[config.mk]
export PLATFORM = sky130hd
export DESIGN_NAME = prog_clock_divider
export DESIGN_NICKNAME = d
export VERILOG_FILES = /design/src/rtl/prog_clock_divider.sv
export SDC_FILE = /design/constraint.sdc
export NUM_CORES = 1
export LEC_CHECK = 0
export CAP_MARGIN = 0
export CORE_AREA = 5 5 81 139
export DETAILED_ROUTE_END_ITERATION = 16
export DIE_AREA = 0 0 86 144
export PLACE_DENSITY = 0.73
export SYNTH_ARGS = -nofsm -noshare
export SYNTH_HDL_FRONTEND = slang
export SYNTH_SLANG_ARGS = --single-unit
export TNS_END_PERCENT = 10
[constraint.sdc]
create_clock -name clock -period 5.7 [get_ports clock]
set_input_delay 1.425 -clock clock [delete_from_list [all_inputs] [get_ports clock]]
set_output_delay 1.425 -clock clock [all_outputs]
set_load 0.1 [all_outputs]
[src/rtl/prog_clock_divider.sv]
// Runtime-programmable clock divider producing a divided clock, a period tick and
// glitch-free reconfiguration through a shadow register applied only at period boundaries.
module prog_clock_divider #(
   parameter int unsigned CLK_HZ = 50000000,
   parameter int unsigned OUT_HZ = 128000,
   parameter int unsigned WIDTH  = 16
) (
   input  logic             clock,
   input  logic             reset_n,
   input  logic             enable,
   input  logic             sync,
   input  logic             cfg_load,
   input  logic [WIDTH-1:0] div_in,
   input  logic [WIDTH-1:0] high_in,
   output logic             clk_out,
   output logic             tick,
   output logic             cfg_pending
);

   localparam int unsigned DEFAULT_DIV = CLK_HZ / OUT_HZ;
   localparam logic [WIDTH-1:0] DefDiv  = WIDTH'(DEFAULT_DIV);
   localparam logic [WIDTH-1:0] DefHigh = WIDTH'(DEFAULT_DIV / 2);
   localparam logic [WIDTH-1:0] MinDiv  = WIDTH'(2);

   if (DEFAULT_DIV < 2 || 64'(DEFAULT_DIV) > ((64'(1) << WIDTH) - 64'(1))) begin : g_bad_div
      $error("prog_clock_divider: CLK_HZ/OUT_HZ must lie in 2..2**WIDTH-1");
   end

   typedef enum logic {StIdle, StRun} state_e;

   state_e           state_q, state_d;
   logic [WIDTH-1:0] cnt_q, cnt_d;
   logic [WIDTH-1:0] div_act_q, div_act_d;
   logic [WIDTH-1:0] high_act_q, high_act_d;
   logic [WIDTH-1:0] div_sh_q, div_sh_d;
   logic [WIDTH-1:0] high_sh_q, high_sh_d;
   logic             pend_q, pend_d;
   logic             clk_q, clk_d;
   logic             tick_q, tick_d;
   logic             boundary;

   always_ff @(posedge clock or negedge reset_n) begin
      if (!reset_n) begin
         state_q    <= StIdle;
         cnt_q      <= '0;
         div_act_q  <= DefDiv;
         high_act_q <= DefHigh;
         div_sh_q   <= DefDiv;
         high_sh_q  <= DefHigh;
         pend_q     <= 1'b0;
         clk_q      <= 1'b0;
         tick_q     <= 1'b0;
      end else begin
         state_q    <= state_d;
         cnt_q      <= cnt_d;
         div_act_q  <= div_act_d;
         high_act_q <= high_act_d;
         div_sh_q   <= div_sh_d;
         high_sh_q  <= high_sh_d;
         pend_q     <= pend_d;
         clk_q      <= clk_d;
         tick_q     <= tick_d;
      end
   end

   always_comb begin
      state_d    = state_q;
      cnt_d      = cnt_q;
      div_act_d  = div_act_q;
      high_act_d = high_act_q;
      div_sh_d   = div_sh_q;
      high_sh_d  = high_sh_q;
      pend_d     = pend_q;
      clk_d      = 1'b0;
      tick_d     = 1'b0;
      boundary   = 1'b0;

      if (!enable) begin
         state_d = StIdle;
         cnt_d   = '0;
      end else if (state_q == StIdle) begin
         state_d  = StRun;
         cnt_d    = '0;
         boundary = 1'b1;
      end else if (sync || (cnt_q == div_act_q - 1'b1)) begin
         cnt_d    = '0;
         boundary = 1'b1;
      end else begin
         cnt_d = cnt_q + 1'b1;
      end

      // Apply uses the shadow as it stood before this cycle's load.
      if (boundary && pend_q) begin
         div_act_d  = div_sh_q;
         high_act_d = high_sh_q;
         pend_d     = 1'b0;
      end

      if (cfg_load) begin
         div_sh_d  = (div_in < MinDiv) ? MinDiv : div_in;
         high_sh_d = high_in;
         pend_d    = 1'b1;
      end

      if (enable) begin
         clk_d  = (cnt_d < high_act_d);
         tick_d = (cnt_d == '0);
      end
   end

   assign clk_out     = clk_q;
   assign tick        = tick_q;
   assign cfg_pending = pend_q;

endmodule
==> flow_summary_export.csv <==
group,metric,value,unit
power,switching_share,0.2698,
timing,slew_viol_final,0,
power,seq_power_share,0.474,
timing,tightest_slew,0.9810,ns
clock_network,clk_pin_slew_worst_paths,0.06,ns
drt,vias_per_cell,5.516,
power,combPwrFrac,0.176,
yosys,synth_edf_count,0,
yosys,synth_top_area_cell,"dfrtp_1",
yosys,async_flop_share,1.000,
timing,setup_viol,0,
yosys,syn_nets,453,
floorplan,fp.dieW,86,um
setup_path,required,5.95,ns
layout,insertedDiodeCount,0,
layout,final_core_util,0.5144,
floorplan,ios,40,
timing,finalClockSkew,0.006706,ns
power,clkPwrFrac,0.350,
placement,gp_congestion,0.8443,
timing,finalHoldViolCount,0,
power,power,1598,uW
timing,period_minus_slack,4.708,ns
drt,dr.pass1.iters,4,
yosys,synth_area_leaders,"dfrtp_1 (38%), mux2_2 (11%), dfstp_2 (9.4%)",
clock_network,cts_inserted_buffers,9,
outcome,status,"complete, no violations",
timing,rsz0062_at_grt,"false",
clock_network,cts.repair.resized,0,
timing,slew_headroom,0.3440,
power,switching_power,431.0,uW
layout,seqCellArea,0.002122,mm^2
floorplan,fp-row-count,49,
drt,drtAntennaViolNets,0,
floorplan,core_area,0.01012,mm^2
placement,dp_hpwl,7.205,mm
global_routing,grt_max_degree,52,
yosys,syn-instance-count,399,
floorplan,start_util,0.4412,
clock_network,clockBufferDepth,2,
clock_network,cts_setup_buffers,0,
setup_path,crit_path_end_kind,"register",
yosys,synthFlopType,"dfrtp_1",
placement,io_buffer_count,39,
setup_path,cp_slowest_stage_delay,0.63,ns
global_routing,grt.overflow.total,0,
power,leakage,0.002180,uW
layout,n_fill_cell,897,
yosys,yosysWarningCount,0,
power,peakVddDrop,234.9,uV
yosys,ys_ff_latch,84,
layout,final_nets,484,
global_routing,antenna_found_initial,0,
layout,multiInputGateArea,0.002143,mm^2
clock_network,cts_hold_buf,0,
clock_network,cts_tree,"built",
drt,via_count,3100,
power,powerDensity,307.0,mW/mm^2
clock_network,htree_levels,3,
setup_path,criticalPathCategory,"register to register",
timing,fmax,212.4,MHz
yosys,synth_area,0.004463,mm^2
layout,area_delta_synth_final,16.60,%
yosys,avgSynthCellArea,11.19,um^2
flow_run,maxCapViolCount,0,
clock_network,cts.sinks,84,
timing,timing.setup.tns,0,ns
timing,min_period_over_period,0.8260,
drt,drt_iter0_drc,114,
floorplan,dieArea,0.01238,mm^2
yosys,yosys.cell_types.count,55,
layout,drive_gt1_frac,0.2000,
drt,postRouteWirelength,9.442,mm
power,p_int,1167,uW
global_routing,grt_pass1_vias,3228,
clock_network,insertion_delay,0.34,ns
clock_network,ctsRootBufferMaster,"clkbuf_16",
setup_path,cp_slowest_cell,"a21oi_4",
floorplan,die_h,144,um
global_routing,grt_first_pass_wirelength,15.35,mm
setup_path,rrSetupSlack,0.99,ns
setup_path,path_cells,"inv_1 -> ha_1 -> or3b_1 -> nor4_4 -> mux2i_1 -> o31ai_1 -> a2111o_1 -> a21oi_4 -> mux2_2 -> inv_1 -> ha_1 -> nand4_1 -> nor2_1 -> nand2_1 -> nor3_1 -> a221oi_1 -> o221ai_1 -> a41oi_2",
setup_path,cp-start-kind,"register",
setup_path,critPathMaxFanout,18,
drt,drc_errors,0,
yosys,ys_seq_area_frac,0.4755,
yosys,synth_top_area_frac,0.3813,
drt,wl_per_cell,16.80,um
setup_path,cp.arrival,4.96,ns
global_routing,grt_usage,0.1604,
hold_path,hp-class,"register to register",
## Yosys cell counts (all sizes together) (10+ instances only)
library cell  instances
clkbuf               15
dfrtp                68
dfstp                16
ha                   17
inv                  22
mux2                 46
mux2i                15
nand2                17
nand3                17
nor2                 23
nor3                 14
nor4                 10
xnor2                19
xor2                 15
## path summary, 6_finish.rpt
path,start,endpoint,cells after the start
worst min-delay path,high_act_q[8]$_DFF_PN0_,high_act_q[8]$_DFF_PN0_,2
max in group asynchronous,reset_n,high_sh_q[12]$_DFFE_PN0P_,2
worst max-delay path,div_act_q[0]$_DFFE_PN0N_,clk_out$_DFF_PN0_,18
worst min register to register,high_act_q[8]$_DFF_PN0_,high_act_q[8]$_DFF_PN0_,2
min in group asynchronous,reset_n,high_sh_q[4]$_DFFE_PN0P_,1
worst max register to register,div_act_q[0]$_DFFE_PN0N_,clk_out$_DFF_PN0_,18
## cell families (layout without fill, tap and decap cells)
family                     count (synthesis)  count (layout)  share of synthesized area
and+or+nand+nor                          116             116                     0.1444
DFF                                       84              84                     0.4755
muxes                                     61              61                     0.1497
buffers and inverters                     44              80                    0.04429
AOI/OAI and AO/OA                         42              42                    0.06673
xor gates and xnor gates                  35              35                    0.07177
adders and majority gates                 17              17                    0.04766
## flip-flops by register name, summed over array words and instances (netlist names)
| name | count |
|---|---|
| cfg_pending | 1 |
| clk_out | 1 |
| cnt_q | 16 |
| div_act_q | 16 |
| div_sh_q | 16 |
| high_act_q | 16 |
| high_sh_q | 16 |
| state_q | 1 |
| tick | 1 |
## placed cells by master, fill, tap and decap left out, types with 7 or more instances in the layout
cell	Yosys	routed
nor4_1	8	8
ha_1	17	17
nand3_1	17	17
nand2_1	17	17
dfstp_2	16	16
xor2_1	15	15
mux2i_1	15	15
dfrtp_1	68	68
nor3_1	14	14
inv_1	22	22
o21ai_0	8	8
clkdlybuf4s50_1	0	38
clkbuf_16	0	9
mux2_2	45	45
a21oi_1	7	7
a31oi_1	7	7
xnor2_1	19	19
nor2_1	23	23
## metal layers
| metal | up-vias | part of all wire | global-route usage |
|---|---|---|---|
| met5 | - | 0 | 0 |
| met4 | 0 | 0.040 | 0.09842 |
| met3 | 27 | 0.028 | 0.03421 |
| met2 | 55 | 0.56 | 0.2920 |
| met1 | 1542 | 0.37 | 0.1643 |
| li1 | 1476 | - | - |
## power groups by stage
stage | sequential, uW | clock (uW) | combinational, uW
finish | 757 | 560 | 281
global route | 767 | 595 | 314
CTS | 757 | 572 | 285
detailed placement | 767 | 0 | 283
global placement | 763 | 0 | 275
floorplan | 746 | 0 | 207
## per-stage QoR
stage	hold WS, ns	worst slack (ns)	area (um^2)	std cells
floorplan	0.4498	1.687	4463	399
global placement	0.4681	1.229	4917	546
detailed placement	0.4754	1.048	4917	546
CTS	0.4898	1.047	5204	562
global route	0.5140	0.6868	5204	562
finish	0.4815	0.9917	5204	562
## critical path: cells and delay by family, from the launching register on
kind,cells,cell delay [ns]
AOI/OAI and AO/OA,6,1.88
and+or+nand+nor,6,1.10
muxes,2,0.65
DFF,1,0.43
adders and majority gates,2,0.40
buffers and inverters,2,0.15
## area by class of cell
type,count,area share
clock buffer,11,0.04472
clock inverter,5,0.01034
inverter,22,0.01587
multi-input combinational,271,0.4119
sequential,84,0.4078
tap,127,0.03054
timing repair buffer,42,0.07887
Power figures use the tool's default switching activity.
==> patch, RTL diff (same settings) <==
Register the input `high_in` before use. The logic sees it one clock later. The other inputs are not delayed to match.
--- a/src/rtl/prog_clock_divider.sv
+++ b/src/rtl/prog_clock_divider.sv
@@ -22,4 +22,10 @@
    localparam logic [WIDTH-1:0] DefHigh = WIDTH'(DEFAULT_DIV / 2);
    localparam logic [WIDTH-1:0] MinDiv  = WIDTH'(2);
+
+   logic [WIDTH-1:0] high_q;
+
+   always_ff @(posedge clock) begin
+      high_q <= high_in;
+   end
 
    if (DEFAULT_DIV < 2 || 64'(DEFAULT_DIV) > ((64'(1) << WIDTH) - 64'(1))) begin : g_bad_div
@@ -99,5 +105,5 @@
       if (cfg_load) begin
          div_sh_d  = (div_in < MinDiv) ? MinDiv : div_in;
-         high_sh_d = high_in;
+         high_sh_d = high_q;
          pend_d    = 1'b1;
       end
Check against the original RTL: not equivalent (Yosys sat finds a counterexample within 4 cycles, from zero or initial values and one cycle with reset_n low).
==> patch against the unedited design <==
Via count is 6.6% higher. Total power rose by 9.4%. Cell area grew 6.5%. Sequential cell count rose by 16. Worst hold slack worse by 0.022 ns. Routed wire length rose by 10%. Area after synthesis rose by 6.9%. Setup slack got worse by 0.15 ns. Critical path type unchanged. Critical endpoint unchanged.
==> patch: results (changes against the unedited design) <==
| Metric | Value |
|---|---|
| Area of the multi-input gates | 2150 um2 (+0.29%) |
| Hold depth | 1 (-1) |
| Outcome | finished clean |
| VDD IR max | 0.2243 mV (-4.5%) |
| Signal buffers share of area | 7.406% (-0.48 points) |
| Largest net degree at the start of global routing | 85 (+63%) |
| Seq/Total Area, Yosys | 51.19% (+3.6 points) |
| Post-synthesis cell count | 424 (+6.3%) |
| Fin cells | 589 (+4.8%) |
| Fin Hold WS | 0.4597 ns (-0.02183 ns) |
| Wl on met1 | 3.819 mm (+9.7%) |
| Number of global-route vias before repair | 3512 (+8.8%) |
| Final #Nets | 511 (+5.6%) |
| Invs w/o clock | 26 (+18%) |
| P_sw | 499.0 uW (+16%) |
| Synth cell types | 51 (-7.3%) |
| Layout fillers | 888 (-1.0%) |
| # clk buffers | 9 (-2) |
| Comb. pwr | 296 uW (+5%) |
| Met3 usage | 3.535% (+0.11 points) |
| Sequential power share | 49.8% (+2.4 points) |
| Vias/cell | 5.611 (+1.7%) |
| Post-synth net total | 478 (+5.5%) |
| Flop-to-flop setup slack | 0.84 ns (-0.15 ns) |
| Total GRT Usage | 18.41% (+2.4 points) |
| Dpl ws | 0.8574 ns (-0.1903 ns) |
| Placed standard-cell area | 5259 um2 (+6.9%) |
==> patch: worst max path at each step <==
| stage | start | depth (start not counted) | end | slack (ns) |
|---|---|---|---|---|
| after floorplan | div_act_q[0] | 17 | clk_out | 1.43 |
| after global placement | div_act_q[0] | 16 | clk_out | 1.09 |
| after detailed placement | div_act_q[0] | 16 | clk_out | 0.86 |
| after CTS | div_act_q[0] | 18 | clk_out | 0.84 |
| after global routing | div_act_q[0] | 18 | clk_out | 0.57 |
| final | div_act_q[0] | 18 | clk_out | 0.84 |
==> patch: cells by family after synthesis <==
group	Yosys count	share of synthesized area [%]
DFF	100	51.19
muxes	64	14.63
AOI/OAI and AO/OA	50	7.816
and+or+nand+nor	117	12.64
xor gates and xnor gates	30	5.507
adders and majority gates	17	4.458
buffers and inverters	46	3.750
